--- config.mk ---
export PLATFORM = sky130hd
export DESIGN_NAME = fsmc_bus_master
export DESIGN_NICKNAME = d
export VERILOG_FILES = /design/src/rtl/fsmc_bus_master.sv
export SDC_FILE = /design/constraint.sdc
export NUM_CORES = 1
export LEC_CHECK = 0
export ABC_CLOCK_PERIOD_IN_PS = 1900
export BUFFER_PORTS_ARGS = -buffer_cell sky130_fd_sc_hd__buf_2
export CORE_UTILIZATION = 48
export CTS_CLUSTER_DIAMETER = 60
export DETAILED_ROUTE_END_ITERATION = 6
export PLACE_DENSITY = 0.87
export SLEW_MARGIN = 25
export SYNTH_ARGS = -nofsm -noshare
export SYNTH_HDL_FRONTEND = slang
export SYNTH_SLANG_ARGS = --single-unit
--- constraint.sdc ---
create_clock -name clk -period 1.9 [get_ports clk]
set_input_delay 0.095 -clock clk [delete_from_list [all_inputs] [get_ports clk]]
set_output_delay 0.095 -clock clk [all_outputs]
set_load 0.1 [all_outputs]
--- src/rtl/fsmc_bus_master.sv ---
// STM32 FSMC-style asynchronous SRAM bus initiator: turns one-word read/write
// requests into ADDR / DATA / (WHOLD) / TURN bus cycles with registered strobes.
module fsmc_bus_master #(
  parameter int ADRW    = 8,
  parameter int DATW    = 16,
  parameter int ADDSET  = 2,
  parameter int DATAST  = 4,
  parameter int BUSTURN = 1
) (
  input  logic            clk,
  input  logic            nrst,
  input  logic            req_valid,
  output logic            req_ready,
  input  logic            req_write,
  input  logic [ADRW-1:0] req_adr,
  input  logic [DATW-1:0] req_wdata,
  output logic            rsp_valid,
  output logic [DATW-1:0] rsp_rdata,
  output logic            aNE,
  output logic            aNOE,
  output logic            aNWE,
  output logic [ADRW-1:0] aA,
  output logic [DATW-1:0] aD_out,
  output logic            aD_oe,
  input  logic [DATW-1:0] aD_in
);

  typedef enum logic [2:0] {
    S_IDLE  = 3'd0,
    S_ADDR  = 3'd1,
    S_DATA  = 3'd2,
    S_WHOLD = 3'd3,
    S_TURN  = 3'd4
  } state_t;

  // Phase counters are loaded with (length - 1) and the phase ends when they reach zero.
  localparam logic [3:0] ADDSET_LD = 4'(ADDSET - 1);
  localparam logic [3:0] DATAST_LD = 4'(DATAST - 1);
  localparam logic [3:0] TURN_LD   = (BUSTURN > 0) ? 4'(BUSTURN - 1) : 4'd0;
  localparam logic       HAS_TURN  = (BUSTURN > 0) ? 1'b1 : 1'b0;

  state_t            r_state;
  logic [3:0]        r_cnt;
  logic              r_wr;
  logic [ADRW-1:0]   r_adr;
  logic [DATW-1:0]   r_wdata;
  logic              r_ne;
  logic              r_noe;
  logic              r_nwe;
  logic              r_doe;
  logic              r_rsp;
  logic [DATW-1:0]   r_rdata;
  logic              r_ready;

  state_t            w_nxt;
  logic [3:0]        w_cnt_nxt;
  logic              w_accept;
  logic              w_bus_act;
  logic              w_rd_capture;
  logic              w_rsp_nxt;

  // Next-state and phase-counter logic
  always_comb begin
    w_nxt     = r_state;
    w_cnt_nxt = r_cnt;
    case (r_state)
      S_IDLE: begin
        if (w_accept) begin
          w_nxt     = S_ADDR;
          w_cnt_nxt = ADDSET_LD;
        end else begin
          w_nxt     = S_IDLE;
          w_cnt_nxt = 4'd0;
        end
      end
      S_ADDR: begin
        if (r_cnt == 4'd0) begin
          w_nxt     = S_DATA;
          w_cnt_nxt = DATAST_LD;
        end else begin
          w_cnt_nxt = r_cnt - 4'd1;
        end
      end
      S_DATA: begin
        if (r_cnt != 4'd0) begin
          w_cnt_nxt = r_cnt - 4'd1;
        end else if (r_wr) begin
          w_nxt     = S_WHOLD;
          w_cnt_nxt = 4'd0;
        end else if (HAS_TURN) begin
          w_nxt     = S_TURN;
          w_cnt_nxt = TURN_LD;
        end else begin
          w_nxt     = S_IDLE;
          w_cnt_nxt = 4'd0;
        end
      end
      S_WHOLD: begin
        if (HAS_TURN) begin
          w_nxt     = S_TURN;
          w_cnt_nxt = TURN_LD;
        end else begin
          w_nxt     = S_IDLE;
          w_cnt_nxt = 4'd0;
        end
      end
      S_TURN: begin
        if (r_cnt == 4'd0) begin
          w_nxt     = S_IDLE;
          w_cnt_nxt = 4'd0;
        end else begin
          w_cnt_nxt = r_cnt - 4'd1;
        end
      end
      default: begin
        w_nxt     = S_IDLE;
        w_cnt_nxt = 4'd0;
      end
    endcase
  end

  // Strobes are registered from the next state so each pin is aligned with its phase.
  assign w_accept     = req_valid & r_ready;
  assign w_bus_act    = (w_nxt == S_ADDR) || (w_nxt == S_DATA) || (w_nxt == S_WHOLD);
  assign w_rd_capture = (r_state == S_DATA) && (r_cnt == 4'd0) && !r_wr;
  assign w_rsp_nxt    = w_rd_capture || (r_state == S_WHOLD);

  // State, request latch and registered bus outputs
  always_ff @(posedge clk or negedge nrst) begin
    if (!nrst) begin
      r_state <= S_IDLE;
      r_cnt   <= 4'd0;
      r_wr    <= 1'b0;
      r_adr   <= '0;
      r_wdata <= '0;
      r_ne    <= 1'b1;
      r_noe   <= 1'b1;
      r_nwe   <= 1'b1;
      r_doe   <= 1'b0;
      r_rsp   <= 1'b0;
      r_rdata <= '0;
      r_ready <= 1'b0;
    end else begin
      r_state <= w_nxt;
      r_cnt   <= w_cnt_nxt;
      if (w_accept) begin
        r_wr  <= req_write;
        r_adr <= req_adr;
        if (req_write) begin
          r_wdata <= req_wdata;
        end
      end
      r_ne    <= !w_bus_act;
      r_noe   <= !((w_nxt == S_DATA) && !r_wr);
      r_nwe   <= !((w_nxt == S_DATA) && r_wr);
      r_doe   <= r_wr && ((w_nxt == S_DATA) || (w_nxt == S_WHOLD));
      r_rsp   <= w_rsp_nxt;
      if (w_rd_capture) begin
        r_rdata <= aD_in;
      end
      r_ready <= (w_nxt == S_IDLE);
    end
  end

  assign req_ready = r_ready;
  assign rsp_valid = r_rsp;
  assign rsp_rdata = r_rdata;
  assign aNE       = r_ne;
  assign aNOE      = r_noe;
  assign aNWE      = r_nwe;
  assign aA        = r_adr;
  assign aD_out    = r_wdata;
  assign aD_oe     = r_doe;

endmodule

# Word level (Yosys, flattened, before mapping)
# Index checks and enable logic that the tools add are counted.
# Widths: inputs -> output; s select.
[classes]
addsub = 1
n_eq_ne = 7
mux = 11
n_bitwise = 1
n_reduce_logical = 18
[ops]
columns = ["operator", "count"]
rows = [
  ["$pmux 4 s4", 1],
  ["$pmux 3 s5", 1],
  ["$eq 3x2->1 const B", 4],
  ["$mux 3", 4],
  ["$mux 4", 3],
  ["$eq 3x1->1 const B", 2],
  ["$logic_not 3->1", 2],
  ["$logic_and 1x1->1", 5],
  ["$logic_not 1->1", 4],
  ["$logic_not 4->1", 1],
  ["$logic_or 1x1->1", 4],
  ["$reduce_bool 4->1", 1],
  ["$sub 4x1->4 const B", 1],
  ["$eq 3x3->1 const B", 1],
  ["$mux 1", 2],
  ["$reduce_and 2->1", 1],
  ["$and 1x1->1", 1],
]
[totals]
reg_bits = 54
inputBits = 44
output_inout_bits = 46
elab_cells = 50

# Depth between registers and ports, before layout
[depth]
depth_word = 7
mapped_depth = 6
mapped_depth_nobuf = 5

# Worst setup path before layout
# OpenSTA, ideal clock, no wires.
[synth_path]
kind = "reg-to-reg"
from = "reg r_ready (netlist: req_ready)"
to = "reg r_wdata[10] (netlist: aD_out[10])"
setup_ps = 126
arrival_time_ps = 1937
required_time_ps = 1774
path_slack_ps = -163
path_stages_with_launch = 4
path_buffers = 1
period_less_slack_ps = 2063
path_cell_list = "dfrtp_1 -> nand3_1 -> buf_2 -> mux2_2"
[synth_between]
elab_chain_len = 2
[synth_rtl]
columns = ["item", "line", "text"]
rows = [
  ["from (decl)", "53", "logic r_ready;"],
  ["from (signal assigned)", "161", "r_ready <= (w_nxt == S_IDLE);"],
  ["$and 1x1->1", "123", "assign w_accept = req_valid & r_ready;"],
  ["$reduce_and 2->1 (no line)", "-", ""],
  ["to (signal assigned)", "150", "r_wdata <= req_wdata;"],
  ["to (decl)", "46", "logic [DATW-1:0] r_wdata;"],
]
# No other way between the ends.
# A chain may end at the register's enable or synchronous reset.

# Worst setup path after layout
[layout_path]
from = "reg r_cnt[0]"
to = "reg r_rdata[14] (netlist: rsp_rdata[14])"
[layout_between]
elab_chain_len = 3
[layout_rtl]
columns = ["item", "line", "text"]
rows = [
  ["from (decl)", "43", "logic [3:0] r_cnt;"],
  ["from (signal assigned)", "145", "r_cnt <= w_cnt_nxt;"],
  ["$logic_not 4->1", "125", "assign w_rd_capture = (r_state == S_DATA) && (r_cnt == 4'd0) && !r_wr;"],
  ["$logic_and 1x1->1 (2 in a row)", "125", ""],
  ["to (signal assigned)", "159", "r_rdata <= aD_in;"],
  ["to (decl)", "52", "logic [DATW-1:0] r_rdata;"],
]
# No other way between the ends.

==> out/results.ini <==
[setup_path]
worstPathCellList = inv_1 > ha_1 > nor3b_4 > nand4_4 > buf_12 > mux2_4
crit_required_ps = 2100
cp.buffers_inverters = 2
max_stage_delay_ps = 410
criticalPathCategory = register to register
r2r-start = r_cnt[0]
arrival_ps = 1960
crit_path_start_kind = register
critical_path.top_delay_family = simple AND/OR/NAND/NOR gates
startpoint = r_cnt[0]
path_max_fanout = 16
crit_path_top_delay_cell = dfrtp_1
cp-end-kind = register

[timing]
hold_viol_final = 0
final-setup-viol-count = 0
maxSlewViolCount = 0
skew_ps = 6.32
fmax_mhz = 567
rsz0062_at_grt = no
tightest_slew_ps = 651
period_share_pct = 92.8
fin_setup_tns_ps = 0
fin_hold_ws_ps = 13.2
fin_crit_ps = 1760
timing.slew.headroom_pct = 56.6

[synth]
yosys_warnings = 0
synth_nets = 203
ys_seq_elements = 54
yosys.area.top_type_share_pct = 56.4
synth_cells = 157
synth-simple-area-share_pct = 7.47
synth_cell_types = 35
synth_ff_type = dfrtp_1
synthAdderAreaFrac_pct = 1.11
synth-edff-count = 0
synth-compound-area-share_pct = 5.64
synth_area_leader_cell = dfrtp_1
synth_top_family_by_area = multiplexers
seq_area_frac_synth_pct = 59.9
synth.avg_cell_area_um2 = 14.4
synth.cell_area_um2 = 2260
synthMuxAreaShare_pct = 22.5
synth.area.top_cells = dfrtp_1 (56%), mux2_2 (15%), mux2_4 (6.6%)
async_reset_ff_share_pct = 100
synth-xor-area-share_pct = 0.774

[routing]
drtIter0Drc = 77
wl_per_cell_um = 13.5
wl_um = 4120
firstDrtPassIters = 6
routed_via_density = 5.17
ant_nets = 0
num_vias = 1582
route.detailed.drc = 10

[floorplanning]
ios = 90
start_util_pct = 50.9
core-area_um2 = 4440
rows = 24
dieArea_um2 = 4990
die-width_um = 70.7
chipHeight_um = 70.7

[clock_tree]
post-cts-setup-buffer-count = 0
cts.sinks = 54
clockBufferDepth = 2
cts_resized = 0
root_buffer = clkbuf_8
clk_latency_ps = 300
cts_tree = yes
cts.clk_slew.worst_paths_ps = 100
holdBufCountCts = 1
h-tree-depth = 2
cts_buffers = 5

[status]
violations = DRC
outcome = finished, violations left

[layout]
area_growth_pct = 28.5
final_nets = 299
fin_util_pct = 65.4
num_antenna_cells = 0
drive_gt1_share_pct = 58.7

[placement]
dp_hpwl_um = 2970
place.gp.congestion = 0.824
portBuffers = 89

[hold_path]
worst_hold_path_type = primary input to register
min_from = req_wdata[0]

[global_routing]
grt_pass1_vias = 1628
grt_pass1_wl_um = 6940
grt_max_degree = 55
grt.overflow.total = 0
grtUsageTotal_pct = 17.7
antenna_found_initial = 0

[job]
max_cap_violations = 0

-- cell usage in the layout, fill, tap and decap left out, drive strengths merged, types with 2 or more instances in the layout --
master       count
nand2b           4
or3              2
clkinv           3
clkbuf           5
nand2            4
buf             93
xnor2            2
nand3            2
dlygate4sd3      4
nor2             6
inv              4
dfrtp           51
o31ai            2
o21ai            4
o22ai            2
dfstp            3
nor3             3
a21oi            3
mux2            41
ha               2
-- state kept, by name (all words and copies together) (netlist names) --
signal,flops
aD_out,16
rsp_rdata,16
aA,8
r_cnt,4
r_state,3
aD_oe,1
aNE,1
aNOE,1
aNWE,1
r_wr,1
req_ready,1
rsp_valid,1
-- cell type report --
class | count | area [µm²]
multi-input combinational | 91 | 848
fill | 327 | 1540
clock buffer | 5 | 68.8
timing repair buffer | 97 | 528
sequential | 54 | 1360
clock inverter | 3 | 26.3
tap | 52 | 65.1
inverter | 4 | 15.0
-- cells in the mapped netlist (2+ instances only) --
cell and instances:
clkbuf_1 2, mux2_4 10, o31ai_1 2, o22ai_1 2, ha_1 2, nand2b_1 4
o21ai_0 3, a21oi_1 3, nand2_1 4, inv_1 4, nand3_1 2, xnor2_1 2
nor2_1 6, buf_2 5, dfstp_2 3, mux2_2 31, or3_1 2, dfrtp_1 51
nor3_1 3
-- cell families after synthesis --
group / Yosys count
flops: 54
mux: 42
simple gates: 27
compound gates: 18
buf+inv: 12
xor+xnor: 2
fa+ha+maj: 2
-- worst reg2reg max path: cells and delay by family (launching register included) --
family / cells / cell delay (ps)
buffers and inverters: 2 / 280
and+or+nand+nor: 2 / 490
DFF: 1 / 410
adders and majority gates: 1 / 180
muxes: 1 / 300
-- worst paths after layout --
kind	end	slack, ps	cells past startpoint
max	rsp_rdata[14]	140	6
min	aD_out[0]	10	2
max reg2reg	rsp_rdata[14]	140	6
min reg2reg	aA[5]	510	1
max in group asynchronous	req_ready	1000	3
min in group asynchronous	req_ready	450	3
-- through the flow --
stage	setup slack [ps]	area (µm²)	cells
after floorplan	184	2260	157
final	137	2910	306
after detailed placement	138	2770	294
after CTS	134	2880	303
after global placement	184	2770	294
after global routing	29.5	2910	306
-- per-layer routing --
layer	vias to the layer above	routed length (µm)	global-route usage (%)
met5	-	0	0
met4	0	46	6.67
met3	4	209	3.99
met2	60	2140	31.9
met1	766	1730	20.8
li1	752	-	-
Power is left out: the tool's default activity adds up to more than one toggle a clock period on the data nets, which glitch-free logic cannot reach.
